### src/rtl/coproc_custom0_initiator.sv
// Core-side custom0 requester: issue -> request stream -> response stream -> writeback.
// Latency: best case 3 cycles from issue accept to wb_req_o, with one operation in flight.
// Backpressure: issue stalls while busy, the request is held until ack_i, writeback is held until wb_ack_i, and a timeout bounds the response wait.

package coproc_custom0_pkg;

  typedef struct packed {
    logic [31:0] instr_code;
    logic [31:0] src0_data;
    logic [31:0] src1_data;
  } req_struct;

  typedef struct packed {
    logic [31:0] data;
  } resp_struct;

  localparam logic [6:0] CUSTOM0_OPCODE = 7'b0001011;

endpackage

module coproc_custom0_initiator
  import coproc_custom0_pkg::*;
#(
  parameter int TIMEOUT_CYCLES = 1024
) (
  input  logic        clk_i,
  input  logic        rst_i,
  input  logic        issue_req_i,
  input  logic [31:0] issue_instr_i,
  input  logic [31:0] issue_src0_i,
  input  logic [31:0] issue_src1_i,
  output logic        issue_ack_o,
  output logic        busy_o,
  output logic        illegal_o,
  output logic        stream_req_bus_genfifo_req_o,
  output req_struct   stream_req_bus_genfifo_wdata_bo,
  input  logic        stream_req_bus_genfifo_ack_i,
  input  logic        stream_resp_bus_genfifo_req_i,
  input  resp_struct  stream_resp_bus_genfifo_rdata_bi,
  output logic        stream_resp_bus_genfifo_ack_o,
  output logic        stray_resp_o,
  output logic        wb_req_o,
  output logic [4:0]  wb_rd_o,
  output logic [31:0] wb_data_o,
  output logic        wb_err_o,
  input  logic        wb_ack_i
);

  localparam int CNT_W = (TIMEOUT_CYCLES < 1) ? 1 : $clog2(TIMEOUT_CYCLES + 1);
  localparam logic [CNT_W-1:0] CNT_LAST = CNT_W'((TIMEOUT_CYCLES > 0) ? TIMEOUT_CYCLES - 1 : 0);

  typedef enum logic [1:0] {
    IDLE,
    SEND,
    WAIT_RESP,
    WB
  } state_t;

  state_t           state_q;
  state_t           state_d;
  state_t           done_state;
  logic [CNT_W-1:0] cnt_q;
  req_struct        req_q;
  logic [4:0]       rd_q;
  logic [31:0]      wb_data_q;
  logic             wb_err_q;
  logic             illegal_q;
  logic             stray_q;

  logic issue_ack;
  logic req_vld;
  logic resp_ack;
  logic wb_vld;
  logic accept_op;
  logic illegal_hit;
  logic stray_hit;
  logic resp_take;
  logic timeout_hit;
  logic timed_out;

  // x0 destinations have nothing to write back, so completion (normal or timeout) returns straight to IDLE
  assign done_state = (rd_q == 5'd0) ? IDLE : WB;
  assign timed_out  = (TIMEOUT_CYCLES != 0) && (cnt_q == CNT_LAST);

  // State register
  always_ff @(posedge clk_i) begin
    if (rst_i) begin
      state_q <= IDLE;
    end else begin
      state_q <= state_d;
    end
  end

  // Next-state and handshake decode; responses arriving in IDLE/WB are drained as strays
  always_comb begin
    state_d     = state_q;
    issue_ack   = 1'b0;
    req_vld     = 1'b0;
    resp_ack    = 1'b0;
    wb_vld      = 1'b0;
    accept_op   = 1'b0;
    illegal_hit = 1'b0;
    stray_hit   = 1'b0;
    resp_take   = 1'b0;
    timeout_hit = 1'b0;
    case (state_q)
      IDLE: begin
        issue_ack = issue_req_i;
        resp_ack  = stream_resp_bus_genfifo_req_i;
        stray_hit = stream_resp_bus_genfifo_req_i;
        if (issue_req_i) begin
          if (issue_instr_i[6:0] == CUSTOM0_OPCODE) begin
            accept_op = 1'b1;
            state_d   = SEND;
          end else begin
            illegal_hit = 1'b1;
          end
        end
      end
      SEND: begin
        req_vld = 1'b1;
        if (stream_req_bus_genfifo_ack_i && stream_resp_bus_genfifo_req_i) begin
          resp_ack  = 1'b1;
          resp_take = 1'b1;
          state_d   = done_state;
        end else if (timed_out) begin
          timeout_hit = 1'b1;
          state_d     = done_state;
        end else if (stream_req_bus_genfifo_ack_i) begin
          state_d = WAIT_RESP;
        end
      end
      WAIT_RESP: begin
        resp_ack = stream_resp_bus_genfifo_req_i;
        if (stream_resp_bus_genfifo_req_i) begin
          resp_take = 1'b1;
          state_d   = done_state;
        end else if (timed_out) begin
          timeout_hit = 1'b1;
          state_d     = done_state;
        end
      end
      WB: begin
        wb_vld    = 1'b1;
        resp_ack  = stream_resp_bus_genfifo_req_i;
        stray_hit = stream_resp_bus_genfifo_req_i;
        if (wb_ack_i) begin
          state_d = IDLE;
        end
      end
      default: begin
        state_d = IDLE;
      end
    endcase
    // No handshakes complete while reset is held
    if (rst_i) begin
      issue_ack = 1'b0;
      resp_ack  = 1'b0;
    end
  end

  // Operation capture, timeout counter, writeback payload and one-cycle status pulses
  always_ff @(posedge clk_i) begin
    if (rst_i) begin
      cnt_q     <= '0;
      req_q     <= '0;
      rd_q      <= 5'd0;
      wb_data_q <= 32'd0;
      wb_err_q  <= 1'b0;
      illegal_q <= 1'b0;
      stray_q   <= 1'b0;
    end else begin
      if (accept_op) begin
        req_q.instr_code <= issue_instr_i;
        req_q.src0_data  <= issue_src0_i;
        req_q.src1_data  <= issue_src1_i;
        rd_q             <= issue_instr_i[11:7];
        cnt_q            <= '0;
      end else if ((state_q == SEND) || (state_q == WAIT_RESP)) begin
        cnt_q <= cnt_q + CNT_W'(1);
      end
      if (resp_take) begin
        wb_data_q <= stream_resp_bus_genfifo_rdata_bi.data;
        wb_err_q  <= 1'b0;
      end else if (timeout_hit) begin
        wb_data_q <= 32'd0;
        wb_err_q  <= 1'b1;
      end
      illegal_q <= illegal_hit;
      stray_q   <= stray_hit;
    end
  end

  assign issue_ack_o                     = issue_ack;
  assign busy_o                          = (state_q != IDLE);
  assign illegal_o                       = illegal_q;
  assign stream_req_bus_genfifo_req_o    = req_vld;
  assign stream_req_bus_genfifo_wdata_bo = req_q;
  assign stream_resp_bus_genfifo_ack_o   = resp_ack;
  assign stray_resp_o                    = stray_q;
  assign wb_req_o                        = wb_vld;
  assign wb_rd_o                         = rd_q;
  assign wb_data_o                       = wb_data_q;
  assign wb_err_o                        = wb_err_q;

endmodule

### config.mk
export PLATFORM = sky130hd
export DESIGN_NAME = coproc_custom0_initiator
export DESIGN_NICKNAME = d
export VERILOG_FILES = /design/src/rtl/coproc_custom0_initiator.sv
export SDC_FILE = /design/constraint.sdc
export NUM_CORES = 1
export LEC_CHECK = 0
export ABC_AREA = 1
export BUFFER_PORTS_ARGS = -buffer_cell sky130_fd_sc_hd__buf_2
export CORE_ASPECT_RATIO = 1.75
export CORE_UTILIZATION = 49
export CTS_CLUSTER_SIZE = 28
export DETAILED_ROUTE_END_ITERATION = 8
export PLACE_DENSITY = 0.85
export SYNTH_ARGS = -nofsm -noshare
export SYNTH_HDL_FRONTEND = slang
export SYNTH_SLANG_ARGS = --single-unit
### constraint.sdc
create_clock -name clk_i -period 4 [get_ports clk_i]
set_input_delay 0.4 -clock clk_i [delete_from_list [all_inputs] [get_ports clk_i]]
set_output_delay 0.4 -clock clk_i [all_outputs]
set_load 0.05 [all_outputs]
# After elaboration in Yosys (flattened, before gate mapping)
# Cells that the tools add are included.
# totals
register_bits	149
romBits	0
mem_count	0
wordCells	66
latchBits	0
inputBits	134
out_inout_bits	141
ram_bits	0
# classes
n_reduce_logical	13
mux	29
shifts	0
order_cmp	0
eq_ne	10
n_bitwise	3
n_addsub	1
mul	0
n_div	0
# ops
operator	n
$mux W32	2
$mux W2	9
$mux W1	14
$add A11 B1 Y11 const B	1
$eq A11 B10 Y1 const B	1
$pmux W2 S4	1
$reduce_or A2 Y1	4
$eq A7 B4 Y1 const B	1
$ne A2 B2 Y1 const B	3
$pmux W1 S2	3
$reduce_or A3 Y1	2
$logic_not A5 Y1	1
$reduce_and A5 Y1	1
$eq A2 B2 Y1 const B	2
$ne A4 B4 Y1 const B	1
$reduce_bool A2 Y1	2
$ne A3 B3 Y1 const B	1
$not A1 Y1	3
$eq A2 B1 Y1 const B	1
$logic_not A2 Y1	1
$logic_and A1 B1 Y1	1
$logic_or A1 B1 Y1	1

# Longest topological paths before layout
# logic_depth
word_depth	6
ltp_mapped	10
mapped_depth_nobuf	10

# Least setup slack after synthesis
# OpenSTA, ideal clock, no wires.
# synth_timing
path_kind	input -> output
startpoint	input port rst_i
endpoint	output port stream_resp_bus_genfifo_ack_o
arrival_time_ns	1.937
path_buffers	2
path_stages	3
required_time_ns	3.600
slack_ns	1.663
cell_sequence	clkbuf_1 > clkbuf_1 > a211oi_1
# synth_via
elab_chain_len	1
# synth_lines
item	line_no	rtl
start, declared	27	input logic rst_i,
$mux W1	156	if (rst_i) begin
end, declared	40	output logic stream_resp_bus_genfifo_ack_o,
# No other way between the ends.

# Worst setup path after layout
# layout_timing
startpoint	register state_q[0]
endpoint	register cnt_q[5]
# layout_via
elab_chain_len	3
elab_cells_between_ends	6
cone_classes	eq/ne (2); mux (1); reduce/logical (3)
# layout_lines
item	line_no	rtl
start, declared	59	state_t state_q;
start signal, assigned	90	state_q <= state_d;
$logic_not A2 Y1	106	case (state_q)
$mux W1	106	
$reduce_or A2 Y1 (no line)	n/a	
end signal, assigned	180	cnt_q <= cnt_q + CNT_W'(1);
end, declared	62	logic [CNT_W-1:0] cnt_q;
# Several ways; a longest one is shown, not always the timed one.
# A chain may end at the register's enable or synchronous reset.

==> results.toml <==
[sta]
fmax_ghz = 0.4139
hold_viol = 0
skew_ps = 11.38
worst_pin_slew_ps = 965.9
max_slew_margin_pct = 35.51
fin_crit_ps = 2416
setup_viol = 0
post-route-period-util_pct = 60.40
whs_ps = 242.5
finalSetupTns_ps = 0
slew_viol_final = 0
rsz0062_at_grt = "no"
fin_ws_ps = 1584

[critical_path]
r2r_end = "cnt_q[5]"
reg2reg_depth = 6
worstPathCellList = "inv_1 -> ha_1 -> nand4_1 -> buf_12 -> nand2_1 -> a311oi_1"
arrival_ps = 2720
start_kind = "flip-flop"
rrSetupSlack_ps = 1580
path_class = "reg2reg"
required_ps = 4300
path_max_fanout = 184
path_buf_inv = 2
crit_path_end_kind = "flip-flop"
crit_family = "buffers and inverters"
slowest_stage = "buf_12"
r2r_start = "state_q[0]"
slowest_delay_ps = 530
cp.depth = 6

[die]
coreArea_um2 = 11100
io_pins = 275
die_x_um = 82.78
fp.dieH_um = 143.4
die_area_um2 = 11870
rows = 51
initial_core_util_pct = 50.39

[clocking]
cts_tree = "built"
h-tree-depth = 4
cts_resized = 0
cts_hold_buf = 0
clkTransAtPathRegs_ps = 60
clk_latency_ps = 410
postCtsSetupRepairBufs = 0
numCtsBuffers = 17
root_buffer = "clkbuf_16"
cts_num_sinks = 144
cts_buffer_depth = 2

[pwr]
p_comb_share_pct = 6.9
switching_share_pct = 23.20
p_seq_share_pct = 45.2
leakage_nw = 3.419
netSwitchingPower_mw = 0.7452
power.internal_mw = 2.466
p_total_mw = 3.212
vdd_drop_max_uv = 368.8
pwr_density_cell_nw_per_um2 = 431.5
clockPowerShare_pct = 47.9

[grt]
grt_max_degree = 185
antenna_found_initial = 0
grt_pass1_vias = 4876
grt_pass1_wl_mm = 22.24
overflow = 0
grt_use_total_pct = 24.55

[final_layout]
nets = 1081
diodes = 0
finalNonFillerCells = 1084
post-route-util_pct = 67.04
final_area_um2 = 7443
drive_gt1_share_pct = 34.35
area_growth_pct = 33.03

[hold_path]
hp-start = "stream_resp_bus_genfifo_rdata_bi[22]"
hold_path.class = "in2reg"
hold_end = "wb_data_o[22]"
whs_path_depth = 3

[synth]
synthCells = 693
yosysSeqAreaShare_pct = 51.52
ys_seq_elements = 144
synthesis.area_um2 = 5595
synthesis.nets = 834
avgSynthCellArea_um2 = 8.074
ys.flop_type = "dfxtp_1"
synth.distinct_cells = 33
synthArstFlopShare_pct = 0
synth_edf_count = 0
ys_warn_count = 0

[routing]
antenna_left = 0
via_count = 5294
drt_iter0_drc = 151
viasPerCell = 4.884
drt-total-wl_mm = 14.73
drc = 0
wl_per_cell_um = 13.59
firstDrtPassIters = 5

[placement]
dp_cells = 1053
gp_congestion = 0.8271
place_worst_setup_slack_ps = 1617
placed_cell_area_um2 = 6867
dp_hpwl_mm = 10.69
port_buffers = 274

[run_status]
outcome = "complete, no violations"

[job]
drv_cap = 0
how the worst max path moves through the flow:
stage          startpoint                             to  slack [ps]
2_1_floorplan       rst_i  stream_resp_bus_genfifo_ack_o        1660
3_3_place_gp   state_q[0]                       cnt_q[5]        1710
3_5_place_dp   state_q[0]                       cnt_q[5]        1620
4_1_cts        state_q[0]                       cnt_q[5]        1600
5_1_grt        state_q[0]                       cnt_q[5]        1380
6_report       state_q[0]                       cnt_q[5]        1580
layout make-up:
cell class	instances	area [um2]
fillers	955	3660
flip-flops and latches	144	2883
multi-input cells	382	1966
repair buffers	278	1414
clock buffers	19	442.9
inverters	117	439.2
well taps	132	165.2
clock inverters	12	133.9
state kept, by name, summed over array words and instances (netlist names):
| name | cells |
|---|---|
| wb_data_o | 32 |
| cnt_q | 11 |
| wb_err_o | 1 |
| stream_req_bus_genfifo_wdata_bo | 96 |
| illegal_o | 1 |
| stray_resp_o | 1 |
| state_q | 2 |
Yosys cell counts (3+ instances only):
cell	count	area, um2
dfxtp_1	144	2883
a21oi_1	131	655.6
inv_1	113	424.2
nand2_1	67	251.5
o21ai_1	67	335.3
nand3_1	36	180.2
o21ai_0	27	135.1
clkbuf_1	17	63.81
nor2_1	16	60.06
buf_2	15	75.07
buf_6	10	112.6
buf_4	7	52.55
ha_1	7	87.58
inv_2	4	15.01
nand3_2	3	30.03
nand4_1	3	18.77
nor2_4	3	33.78
nor3_1	3	15.01
xor2_1	3	26.28
layout by cell type, fill, tap and decap left out, drive strengths merged:
master	n
clkinv	4
nor4	1
nor2	21
nand4	4
ha	7
o21ai	94
clkbuf	19
a211oi	2
a311oi	1
xor2	3
xnor2	1
a21oi	132
o21bai	1
nand3	39
bufinv	2
or2	3
dfxtp	144
inv	121
nor3	3
nand2	69
a21boi	1
buf	278
clkinvlp	2
routing by layer:
layer / track usage, % / share of wire (%) / vias up / routed length, um
met4: 10.34 / 2.1 / 0 / 304
met2: 44.22 / 53 / 200 / 7785
li1: - / - / 2731 / -
met5: 0 / 0 / - / 0
met3: 7.238 / 7.6 / 23 / 1126
met1: 25.53 / 37 / 2340 / 5511
logic make-up after synthesis:
group	share of synthesized area [%]
compound gates	21.13
buf+inv	13.35
fa+ha+maj	1.565
flops	51.52
xor+xnor	0.6262
simple gates	11.81
worst reg2reg max path, delay by kind of cell (launching register included):
kind	cells	cell delay (ps)
adder cells (fa/ha/maj)	1	270
buffers and inverters	2	650
flip-flops	1	420
AO/OA/AOI/OAI	1	320
AND/OR/NAND/NOR	2	680
power by group through the flow:
stage	Clock (mW)	Combinational [mW]	Sequential [mW]
2_1_floorplan	0	0.102	1.51
3_3_place_gp	0	0.218	1.48
3_5_place_dp	0	0.222	1.48
6_report	1.54	0.222	1.45
4_1_cts	1.56	0.223	1.45
5_1_grt	1.62	0.246	1.45
No activity file was read; power rests on OpenSTA's default activity.
